==> src/rtl/SystemPeripheral_Pkg.sv <==
// rtl/SystemPeripheral_Pkg.sv - shared widths, bus structs and arbiter FSM state for the system peripheral bus
// Contents:
//   SP_ADDR_LEN / SP_ID_LEN / SP_OFFSET_LEN  address split: [ID | offset]
//   sys_peripheral_t   raddr/waddr/wdata bundle broadcast to all peripherals
//   sp_master_req_t    latched master transaction (we, addr, wdata)
//   sp_arb_state_e     arbiter FSM states
//   sp_addr_id / sp_addr_offset  address field extractors
package SystemPeripheral_Pkg;

    localparam int SP_ADDR_LEN    = 5;
    localparam int SP_ID_LEN      = 3;
    localparam int SP_OFFSET_LEN  = SP_ADDR_LEN - SP_ID_LEN;
    localparam int SP_DATA_LEN    = 32;
    localparam int SP_NUM_PERIPH  = 1 << SP_ID_LEN;
    localparam int SP_NUM_MASTERS = 2;

    typedef struct packed {
        logic [SP_OFFSET_LEN-1:0] raddr;
        logic [SP_OFFSET_LEN-1:0] waddr;
        logic [SP_DATA_LEN-1:0]   wdata;
    } sys_peripheral_t;

    typedef struct packed {
        logic                   we;
        logic [SP_ADDR_LEN-1:0] addr;
        logic [SP_DATA_LEN-1:0] wdata;
    } sp_master_req_t;

    typedef enum logic [1:0] {
        IDLE  = 2'd0,
        XFER  = 2'd1,
        RWAIT = 2'd2
    } sp_arb_state_e;

    function automatic logic [SP_ID_LEN-1:0] sp_addr_id(input logic [SP_ADDR_LEN-1:0] addr);
        return addr[SP_ADDR_LEN-1:SP_OFFSET_LEN];
    endfunction

    function automatic logic [SP_OFFSET_LEN-1:0] sp_addr_offset(input logic [SP_ADDR_LEN-1:0] addr);
        return addr[SP_OFFSET_LEN-1:0];
    endfunction

endpackage

==> src/rtl/sp_rr_arb2.sv <==
// rtl/sp_rr_arb2.sv - two-requester round-robin arbiter
// Ports:
//   clk, rst     clock, synchronous active-high reset
//   req[1:0]     request vector
//   advance      commit the current grant (updates last_grant)
//   grant[1:0]   one-hot grant (combinational, zero when no request)
//   last_grant   index of the most recently committed grant; resets to 1
module sp_rr_arb2 (
    input  logic       clk,
    input  logic       rst,
    input  logic [1:0] req,
    input  logic       advance,
    output logic [1:0] grant,
    output logic       last_grant
);

    logic last_grant_q, last_grant_d;

    always_comb begin
        grant        = req;
        last_grant_d = last_grant_q;
        // On a tie the requester that did not win last time takes the grant.
        if (req == 2'b11) begin
            grant = last_grant_q ? 2'b01 : 2'b10;
        end
        if (advance && (req != 2'b00)) begin
            last_grant_d = grant[1];
        end
    end

    always_ff @(posedge clk) begin
        if (rst) begin
            last_grant_q <= 1'b1;
        end else begin
            last_grant_q <= last_grant_d;
        end
    end

    assign last_grant = last_grant_q;

endmodule

==> src/rtl/sp_bus_arbiter.sv <==
// rtl/sp_bus_arbiter.sv - two-master arbiter onto the system peripheral bus, one transaction outstanding
// Parameters:
//   READ_LATENCY  cycles from the read strobe until m_ready on a read (1..3)
//   PERIPH_MASK   bit i set means peripheral ID i is mapped
// Ports:
//   clk, rst          clock, synchronous active-high reset
//   m_req/m_we        per-master request and write enable (bit 0 core bridge, bit 1 debug port)
//   m_addr/m_wdata    per-master address ([4:2] ID, [1:0] offset) and write data
//   m_ready           one-cycle completion pulse to the granted master
//   m_rdata           shared read data, valid with m_ready on a read, held otherwise
//   sp                raddr/waddr/wdata broadcast to peripherals
//   sp_rd_sel/wr_sel  one-hot read/write strobes per peripheral ID
//   sp_rdata          per-peripheral read data indexed by ID
module sp_bus_arbiter
    import SystemPeripheral_Pkg::*;
#(
    parameter int                       READ_LATENCY = 1,
    parameter logic [SP_NUM_PERIPH-1:0] PERIPH_MASK  = 8'hFF
) (
    input  logic                                             clk,
    input  logic                                             rst,
    input  logic [SP_NUM_MASTERS-1:0]                        m_req,
    input  logic [SP_NUM_MASTERS-1:0]                        m_we,
    input  logic [SP_NUM_MASTERS-1:0][SP_ADDR_LEN-1:0]       m_addr,
    input  logic [SP_NUM_MASTERS-1:0][SP_DATA_LEN-1:0]       m_wdata,
    output logic [SP_NUM_MASTERS-1:0]                        m_ready,
    output logic [SP_DATA_LEN-1:0]                           m_rdata,
    output sys_peripheral_t                                  sp,
    output logic [SP_NUM_PERIPH-1:0]                         sp_rd_sel,
    output logic [SP_NUM_PERIPH-1:0]                         sp_wr_sel,
    input  logic [SP_NUM_PERIPH-1:0][SP_DATA_LEN-1:0]        sp_rdata
);

    localparam logic [1:0] RL = 2'(READ_LATENCY);

    sp_arb_state_e            state_q, state_d;
    sp_master_req_t           req_q, req_d;
    logic [1:0]               cnt_q, cnt_d;
    logic [SP_DATA_LEN-1:0]   rdata_q, rdata_d;
    logic [1:0]               grant;
    logic                     advance;
    logic                     cur_master;
    logic [SP_ID_LEN-1:0]     cur_id;
    logic                     id_mapped;

    assign advance = (state_q == IDLE) && (grant != 2'b00);

    // After a grant is committed, last_grant names the master that owns the
    // outstanding transaction, so it doubles as the m_ready index.
    sp_rr_arb2 u_arb (
        .clk        (clk),
        .rst        (rst),
        .req        (m_req),
        .advance    (advance),
        .grant      (grant),
        .last_grant (cur_master)
    );

    assign cur_id    = sp_addr_id(req_q.addr);
    assign id_mapped = PERIPH_MASK[cur_id];

    always_comb begin
        state_d   = state_q;
        req_d     = req_q;
        cnt_d     = cnt_q;
        rdata_d   = rdata_q;
        m_ready   = '0;
        sp_rd_sel = '0;
        sp_wr_sel = '0;

        case (state_q)
            IDLE: begin
                if (advance) begin
                    req_d.we    = m_we[grant[1]];
                    req_d.addr  = m_addr[grant[1]];
                    req_d.wdata = m_wdata[grant[1]];
                    state_d     = XFER;
                end
            end
            XFER: begin
                if (req_q.we) begin
                    sp_wr_sel[cur_id]   = id_mapped;
                    m_ready[cur_master] = 1'b1;
                    state_d             = IDLE;
                end else begin
                    sp_rd_sel[cur_id] = id_mapped;
                    cnt_d             = RL;
                    state_d           = RWAIT;
                end
            end
            RWAIT: begin
                cnt_d = cnt_q - 2'd1;
                if (cnt_q == 2'd1) begin
                    m_ready[cur_master] = 1'b1;
                    state_d             = IDLE;
                end
            end
            default: begin
                state_d = IDLE;
            end
        endcase

        // Read data is captured on the cycle the counter reaches 1 so it is
        // presented together with m_ready on the following cycle.
        if ((state_q != IDLE) && (cnt_d == 2'd1)) begin
            rdata_d = id_mapped ? sp_rdata[cur_id] : '0;
        end
    end

    always_ff @(posedge clk) begin
        if (rst) begin
            state_q <= IDLE;
            req_q   <= '0;
            cnt_q   <= '0;
            rdata_q <= '0;
        end else begin
            state_q <= state_d;
            req_q   <= req_d;
            cnt_q   <= cnt_d;
            rdata_q <= rdata_d;
        end
    end

    // The peripheral bundle is a view of the latched request, so it holds
    // until the next grant and clears with reset.
    always_comb begin
        sp       = '0;
        sp.raddr = sp_addr_offset(req_q.addr);
        sp.waddr = sp_addr_offset(req_q.addr);
        sp.wdata = req_q.wdata;
    end

    assign m_rdata = rdata_q;

endmodule
==> config.mk <==
export PLATFORM = sky130hd
export DESIGN_NAME = sp_bus_arbiter
export DESIGN_NICKNAME = d
export VERILOG_FILES = /design/src/rtl/SystemPeripheral_Pkg.sv /design/src/rtl/sp_rr_arb2.sv /design/src/rtl/sp_bus_arbiter.sv
export SDC_FILE = /design/constraint.sdc
export NUM_CORES = 1
export LEC_CHECK = 0
export ABC_AREA = 1
export BUFFER_PORTS_ARGS = -buffer_cell sky130_fd_sc_hd__buf_2
export CAP_MARGIN = 5
export CORE_UTILIZATION = 25
export CTS_BUF_LIST = sky130_fd_sc_hd__clkbuf_8
export DETAILED_ROUTE_END_ITERATION = 8
export GPL_TIMING_DRIVEN = 0
export HOLD_SLACK_MARGIN = 0.15
export PLACE_DENSITY = 0.54
export SLEW_MARGIN = 20
export SYNTH_ARGS = -nofsm -noshare
export SYNTH_HDL_FRONTEND = slang
export SYNTH_SLANG_ARGS = --single-unit
export TNS_END_PERCENT = 100
==> constraint.sdc <==
create_clock -name clk -period 1.6 [get_ports clk]
set_input_delay 0.08 -clock clk [delete_from_list [all_inputs] [get_ports clk]]
set_output_delay 0.08 -clock clk [all_outputs]
set_load 0.02 [all_outputs]
==> results.yml, run 1 <==
synthesis:
  synth_nets: 1590
  synthCells: 1250
  yosysUniqueCellTypes: 21
  yosysSeqAreaShare_pct: 23.3
  yosys_warnings: 0
  synth.avg_cell_area_um2: 5.15
  synth-seq-cells: 75
  mappedNetlistArea_um2: 6430
critical_path:
  r2r-start: "state_q[0]"
  r2r_end: "m_rdata[30]"
  rrSetupSlack_ns: -0.14
  crit_required_ns: 1.86
  max_stage_delay_ns: 0.39
  crit_type: "flip-flop to flip-flop"
  worstPathMaxFanout: 10
  crit_path_end_kind: "flip-flop"
  cp.arrival_ns: 2.00
  start_kind: "flip-flop"
  reg2reg_depth: 10
  cp_slowest_cell: "dfxtp_4"
  critical_path.cell_chain: "inv_4, ha_4, inv_4, nor2_4, a21oi_4, nand3_4, buf_12, buf_6, nor2_2, nor2_1"
  cpMostUsedCell: "inv_4"
route:
  vias: 9258
  first_iter_violations: 389
  firstDrtPassIters: 7
  wire_per_inst_um: 15.4
  drc: 0
  via_per_inst: 4.36
  ant_nets: 0
  routed_wl_mm: 32.6
floorplan:
  die_w_um: 162
  rows: 58
  start_util_pct: 25.6
  io_pins: 422
  core_area_um2: 25200
  design.die.area_um2: 26400
  die_h_um: 162
timing:
  fmaxAchievable_mhz: 576
  worst_pin_slew_ns: 0.675
  finalCriticalPeriod_ns: 1.74
  tns_ns: -3.20
  rsz0062_at_grt: "true"
  hold_viol: 0
  finalCritPeriodShare_pct: 109
  relSlewSlack_pct: 55.0
  setup_viol: 35
  drv_slew: 0
  setup_ws_ns: -0.137
  fin_skew_ns: 0.0173
placement:
  place_congestion: 0.863
  dp.cells: 2001
  hpwl_mm: 25.4
  place_ws_ns: -0.411
  placed_area_um2: 8950
  port_buffers: 421
run_status:
  status: "finished with violations"
  violations: "negative setup slack"
hold_path:
  min_to: "state_q[0]"
  hold_start: "m_req[0]"
  whs_path_depth: 6
  hp-class: "input port to flip-flop"
cts:
  clk_latency_ns: 0.37
  cts_buffers: 9
  htreeDepth: 3
  cts_root_buf: "clkbuf_8"
  clkTransAtPathRegs_ns: 0.10
  cts_tree: "built"
  max-clock-path-buffers: 2
  cts_num_sinks: 75
grt:
  grt_pass1_wl_mm: 48.1
  grt_max_degree: 15
  grt_pass1_vias: 9145
  overflow: 0
  grt_usage_pct: 23.9
  grt_antenna_before_repair: 6
layout:
  final_design_area_no_fill_um2: 10900
  final-instance-count-excl-fill: 2121
  layout_commonest_cell: "nand2_1"
  nets: 2123
  fill_cells: 2786
  final_cell_mix: "nand2_1 (793), buf_2 (418), dlygate4sd3_1 (78), buf_4 (69), dfxtp_1 (69)"
  drive_gt1_share_pct: 36.0
  syn_to_final_growth_pct: 70.1
flow_run:
  cap_violations: 0
power:
  vdd_drop_max_mv: 0.941
  p_per_area_nw_per_um2: 1550
  p_total_mw: 16.9
  leakagePower_nw: 6.36
[kinds of logic after synthesis]
logic type | Yosys count | share of synthesized area [%]
DFF | 75 | 23.3
AOI/OAI and AO/OA | 84 | 7.49
buffers and inverters | 163 | 13.9
and+or+nand+nor | 924 | 54.5
adders and majority gates | 4 | 0.778
[state kept, by name (all words and copies together), names as in the netlist]
register          flops
sp                   34
m_rdata              32
cur_id                3
cnt_q                 2
state_q               2
req_q                 1
u_arb.last_grant      1
[critical path, delay by kind of cell (launching register included)]
| family | cells | cell delay, ns |
|---|---|---|
| DFF | 1 | 0.39 |
| adders and majority gates | 1 | 0.27 |
| buffers and inverters | 4 | 0.47 |
| and+or+nand+nor | 4 | 0.35 |
| AOI/OAI and AO/OA | 1 | 0.14 |
[how the worst max path moves through the flow]
stage	start	end
6_report	state_q[0]	m_rdata[30]
5_1_grt	state_q[0]	m_rdata[30]
4_1_cts	state_q[0]	m_rdata[30]
3_5_place_dp	state_q[1]	m_rdata[20]
3_3_place_gp	state_q[1]	m_rdata[20]
2_1_floorplan	state_q[0]	m_rdata[10]
[cell usage after synthesis (all sizes together)]
master	instances	area, um^2
a21oi	4	31.3
a31oi	38	238
buf	84	596
clkbuf	32	120
clkinv	2	7.51
dfxtp	75	1500
ha	4	50.1
inv	45	169
nand2	829	3130
nand3	9	57.6
nor2	86	323
o211ai	1	7.51
o21ai	41	205
[power by group]
| group | internal (mW) | leakage (nW) | total [mW] | switching (mW) |
|---|---|---|---|---|
| sequential | 2.64 | 0.619 | 3.07 | 0.435 |
| clock | 0.733 | 0.102 | 1.57 | 0.840 |
| combinational | 4.83 | 5.64 | 12.3 | 7.46 |
| total | 8.20 | 6.36 | 16.9 | 8.74 |
[through the flow]
step           hold slack [ns]  util [%]
3_5_place_dp             0.316      35.6
4_1_cts                  0.152      41.8
5_1_grt                  0.209      43.4
3_3_place_gp             0.310      35.6
2_1_floorplan            0.149         -
6_report                 0.171      43.5
[metal layers]
metal	GRT usage (%)	up-vias	part of all wire, %
met2	45.9	352	52
met5	0	-	0.098
met3	5.42	47	6.7
li1	-	4813	-
met1	25.7	4040	39
met4	6.73	6	2.6
[layout make-up]
class	count	area [um^2]	share of cell area (%)
multi-input cells	1012	4440	40.5
repair buffers	525	3270	29.9
flip-flops and latches	75	1520	13.9
plain buffers	113	901	8.23
well taps	330	413	3.77
inverters	47	195	1.78
clock buffers	9	124	1.13
clock inverters	7	76.3	0.697
diodes	3	7.51	0.0686
[repair_timing]
action                                  4_1_cts  5_1_grt
cloned                                        2        2
hold endpoints to repair                     41        0
pin swaps                                    15       29
resized for setup                           118      109
endpoints found under the setup margin       89       82
hold buffers                                 78        0
buffers inserted                             21        1
Power figures use the tool's default switching activity.
==> run 2: changes to the inputs <==
Settings changed: SETUP_SLACK_MARGIN from default to 0.4.
==> results.yml, run 2 (same netlist as run 1, synthesis figures left out) <==
run_status:
  status: "finished with violations"
  violations: "negative setup slack"
cts:
  max-clock-path-buffers: 2
  htreeDepth: 3
  clkTransAtPathRegs_ns: 0.10
  clk_latency_ns: 0.38
  cts_root_buf: "clkbuf_8"
  cts_num_sinks: 75
  cts_tree: "built"
  cts_buffers: 9
layout:
  syn_to_final_growth_pct: 80.4
  largest_register_ffs: 34
  final_cell_mix: "nand2_1 (812), buf_2 (417), dlygate4sd3_1 (78), dfxtp_1 (68), buf_4 (56)"
  layout_commonest_cell: "nand2_1"
  drive_gt1_share_pct: 38.8
  nets: 2142
placement:
  place_congestion: 0.887
  place_ws_ns: -0.286
  hpwl_mm: 25.2
  port_buffers: 421
critical_path:
  start_kind: "flip-flop"
  cp-endpoint: "m_rdata[24]"
  max_stage_delay_ns: 0.39
  path_depth: 9
  cp.arrival_ns: 1.99
  crit_family: "flip-flops"
  cpMostUsedCell: "nor2_1"
  startpoint: "state_q[0]"
  cp_slowest_cell: "dfxtp_4"
  rrSetupSlack_ns: -0.12
  crit_type: "flip-flop to flip-flop"
  r2r_end: "m_rdata[24]"
  critPathBufInv: 3
  worstPathMaxFanout: 9
  crit_required_ns: 1.87
  reg2reg_depth: 9
  crit_path_end_kind: "flip-flop"
  critical_path.cell_chain: "inv_4, ha_4, nand2_4, a21oi_4, nand3_4, buf_12, buf_8, nor2_1, nor2_1"
  r2r-start: "state_q[0]"
timing:
  tns_ns: -2.84
  fmaxAchievable_mhz: 581
  fin_skew_ns: 0.0186
  hold_viol: 0
  rsz0062_at_grt: "true"
  worst_pin_slew_ns: 0.880
  finalCritPeriodShare_pct: 108
  setup_viol: 32
  setup_ws_ns: -0.122
  finalCriticalPeriod_ns: 1.72
  relSlewSlack_pct: 41.3
  hold_ws_ns: 0.210
  drv_slew: 0
grt:
  grt_usage_pct: 24.4
  grt_pass1_vias: 9281
  grt_antenna_before_repair: 8
  grt_max_degree: 14
  grt_pass1_wl_mm: 49.2
  overflow: 0
route:
  via_per_inst: 4.48
  first_iter_violations: 407
  routed_wl_mm: 34.6
  drc: 0
  firstDrtPassIters: 4
  ant_nets: 0
  vias: 9592
  wire_per_inst_um: 16.2
hold_path:
  hp-class: "input port to flip-flop"
  hold_start: "sp_rdata[12]"
floorplan:
  die_h_um: 162
  die_w_um: 162
  start_util_pct: 25.6
  io_pins: 422
  design.die.area_um2: 26400
  core_area_um2: 25200
  rows: 58
power:
  vdd_drop_max_mv: 1.01
  leakagePower_nw: 6.60
  p_total_mw: 18.7
  p_per_area_nw_per_um2: 1610
flow_run:
  cap_violations: 0
## run 2: cell types whose count changed in the layout (fill, tap and decap cells not counted), sizes merged
cell      delta
buf         +12
clkbuf       +6
inv          -2
clkinv       +1
clkinvlp     +1
diode        +1
nand3        +1
## run 2: worst min-delay path by stage
stage / end / slack, ns / cells past startpoint
after CTS: m_rdata[26] / 0.19 / 9
after floorplan: state_q[0] / 0.14 / 1
after global placement: state_q[0] / 0.32 / 2
final: m_rdata[12] / 0.21 / 9
after global routing: sp[1] / 0.27 / 5
after detailed placement: state_q[0] / 0.32 / 2
## run 2: stage by stage
step | cell area, um^2 | instances | utilization (%)
after floorplan | 6530 | 1250 | -
after global placement | 9050 | 2001 | 35.9
after detailed placement | 9050 | 2001 | 35.9
after CTS | 10700 | 2124 | 42.6
after global routing | 11600 | 2140 | 46.1
final | 11600 | 2141 | 46.1
## run 2: worst min-delay path, delay by kind of cell
family,cells,cell delay [ns]
buffers and inverters,1,0.08
and+or+nand+nor,8,0.39
## run 2: layout make-up
cell class	count	area, um^2
diodes	4	10.0
clock buffers	9	124
inverters	47	200
fillers	2643	13600
flip-flops and latches	75	1520
repair buffers	540	3540
well taps	330	413
clock inverters	7	67.6
multi-input cells	1013	4730
plain buffers	116	1000
## run 2: power breakdown
group,switching [mW],total (mW),leakage [nW],internal [mW]
Combinational,8.14,13.9,5.88,5.76
Clock,0.839,1.56,0.0968,0.716
Sequential,0.561,3.20,0.620,2.64
Total,9.54,18.7,6.60,9.12
## run 2: layer usage
| metal | part of all wire [%] | global-route usage [%] | up-vias |
|---|---|---|---|
| met5 | 0.11 | 0 | - |
| met4 | 2.0 | 6.95 | 6 |
| met3 | 6.7 | 5.09 | 53 |
| met2 | 52 | 47.1 | 375 |
| met1 | 39 | 26.4 | 4293 |
| li1 | - | - | 4865 |
## run 2: timing repair
item,4_1_cts,5_1_grt
pin swaps,12,17
hold buffers,78,0
cloned,3,8
gates resized for setup,126,199
endpoints found under the hold margin,41,0
setup endpoints to repair,91,93
setup buffers,26,5
==> run 3: changes to the inputs <==
Settings changed: CORE_AREA from default to 2 2 165 167, CORE_UTILIZATION 25 to default, DIE_AREA from default to 0 0 167 169, PLACE_DENSITY 0.54 to 0.53, REMOVE_ABC_BUFFERS from default to 1.
==> results.yml, run 3 (same netlist as run 1, synthesis figures left out) <==
timing:
  setup_ws_ns: -0.174
  worst_pin_slew_ns: 0.487
  relSlewSlack_pct: 67.5
  rsz0062_at_grt: "true"
  finalCritPeriodShare_pct: 111
  hold_ws_ns: 0.197
  fmaxAchievable_mhz: 564
  hold_viol: 0
  fin_skew_ns: 0.0110
  finalCriticalPeriod_ns: 1.77
  drv_slew: 0
  setup_viol: 71
placement:
  place_ws_ns: -0.640
  dp.cells: 1903
  hpwl_mm: 18.0
  port_buffers: 421
  place_congestion: 0.792
  placed_area_um2: 8450
power:
  p_total_mw: 19.3
  swShare_pct: 50.2
  leakagePower_nw: 6.45
  vdd_drop_max_mv: 1.04
  p_int_mw: 9.61
  pwr-share-comb_pct: 75.8
  p_per_area_nw_per_um2: 1670
  power_frac_clock_pct: 7.5
  power_frac_seq_pct: 16.7
  p_switching_mw: 9.67
critical_path:
  crit_family: "buffers and inverters"
  crit_required_ns: 1.87
  critical_path.cell_chain: "inv_4, ha_4, clkinvlp_4, nor2_4, clkbuf_16, buf_12, buf_8, buf_16, o21ai_2, a31oi_1"
  path_depth: 10
  cp_slowest_cell: "dfxtp_4"
  crit_path_end_kind: "flip-flop"
  start_kind: "flip-flop"
  reg2reg_depth: 10
  max_stage_delay_ns: 0.38
  critPathBufInv: 6
  crit_type: "flip-flop to flip-flop"
  worstPathMaxFanout: 7
  cp.arrival_ns: 2.05
run_status:
  status: "finished with violations"
  violations: "negative setup slack"
grt:
  met2_usage_pct: 41.8
  grt_usage_pct: 22.4
  grt_antenna_before_repair: 3
  grt_pass1_wl_mm: 49.7
  overflow: 0
  gr-usage-met1_pct: 25.3
  grt_pass1_vias: 9187
  use_met3_pct: 4.77
  grt-busiest-layer: "met2"
  grt_max_degree: 80
floorplan:
  die_w_um: 167
  die_h_um: 169
  design.die.area_um2: 28200
  core_area_um2: 26500
  start_util_pct: 24.3
  io_pins: 422
  rows: 60
layout:
  layout_commonest_cell: "nand2_1"
  largest_register_ffs: 34
  final_cell_mix: "nand2_1 (799), buf_2 (403), dlygate4sd3_1 (78), dfxtp_1 (69), nor2_1 (58)"
  syn_to_final_growth_pct: 79.7
  fill_cells: 2770
  drive_gt1_share_pct: 37.4
  final_design_area_no_fill_um2: 11600
  final-instance-count-excl-fill: 2088
  nets: 2081
cts:
  clk_latency_ns: 0.37
  max-clock-path-buffers: 2
  htreeDepth: 3
  cts_tree: "built"
  cts_num_sinks: 75
  cts_root_buf: "clkbuf_8"
  clkTransAtPathRegs_ns: 0.10
  cts_buffers: 9
route:
  via_per_inst: 4.43
  first_iter_violations: 458
  wire_per_inst_um: 16.0
  routed_wl_mm: 33.4
  ant_nets: 0
  drc: 0
  vias: 9252
  firstDrtPassIters: 5
flow_run:
  cap_violations: 0
hold_path:
  whs_path_depth: 9
  hp-class: "input port to flip-flop"
-- run 3: changes by cell type in the layout (fill, tap and decap cells not counted), moves of 9 or more --
cell      previous run  this run
buf_12              12        21
buf_16               0        16
buf_2              417       403
buf_4               56        28
clkbuf_1            18         0
nand2_1            812       799
nand2_2             13        23
nor2_1              48        58
o21ai_2             33        22
-- run 3: what timing repair did --
item / CTS / global route
pin swaps: 13 / 24
hold buffers: 78 / 0
cloned: 21 / 1
setup buffers: 56 / 12
setup endpoints to repair: 93 / 93
hold endpoints to repair: 42 / 0
resized for setup: 165 / 111
-- run 3: worst register-to-register path: stages, from the launching register on --
cell and delay, ns:
dfxtp_4 0.38, inv_4 0.07, ha_4 0.15, clkinvlp_4 0.10
nor2_4 0.17, clkbuf_16 0.16, buf_12 0.14, buf_8 0.12
buf_16 0.11, o21ai_2 0.05, a31oi_1 0.24
-- run 3: layout make-up --
type | instances | area, um^2 | area share (%)
clock inverters | 7 | 52.6 | 0.455
well taps | 341 | 427 | 3.69
clock buffers | 9 | 124 | 1.07
repair buffers | 590 | 4480 | 38.7
multi-input cells | 1015 | 4690 | 40.6
diodes | 1 | 2.50 | 0.0216
repair inverters | 3 | 26.3 | 0.227
flip-flops and latches | 75 | 1520 | 13.1
inverters | 47 | 241 | 2.09
-- run 3: power by group through the flow --
stage                     logic (mW)  clock network (mW)  registers, mW
after floorplan                 4.07                   0           4.01
final                           14.6                1.44           3.22
after global routing            16.0                1.58           3.30
after detailed placement        8.48                   0           3.38
after CTS                       13.4                1.51           3.14
after global placement          5.82                   0           3.18
-- run 3: path summary, 6_finish.rpt --
check / start / endpoint / slack [ns]
worst max-delay path: state_q[0] / sp[12] / -0.17
worst min-delay path: sp_rdata[147] / m_rdata[19] / 0.20
worst max register to register: state_q[0] / sp[12] / -0.17
worst min register to register: m_rdata[22] / m_rdata[22] / 0.51
-- run 3: metrics by stage --
step           setup TNS [ns]  util [%]
6_report                -5.66      43.6
5_1_grt                -10.38      43.6
4_1_cts                 -3.67      41.4
3_5_place_dp           -36.76      31.9
3_3_place_gp          -366.74      31.1
2_1_floorplan         -193.09         -
-- run 3: per-layer routing --
metal | up-vias | wire [um]
li1 | 4740 | -
met1 | 4106 | 13500
met5 | - | 23
met3 | 38 | 2280
met2 | 364 | 17000
met4 | 4 | 628
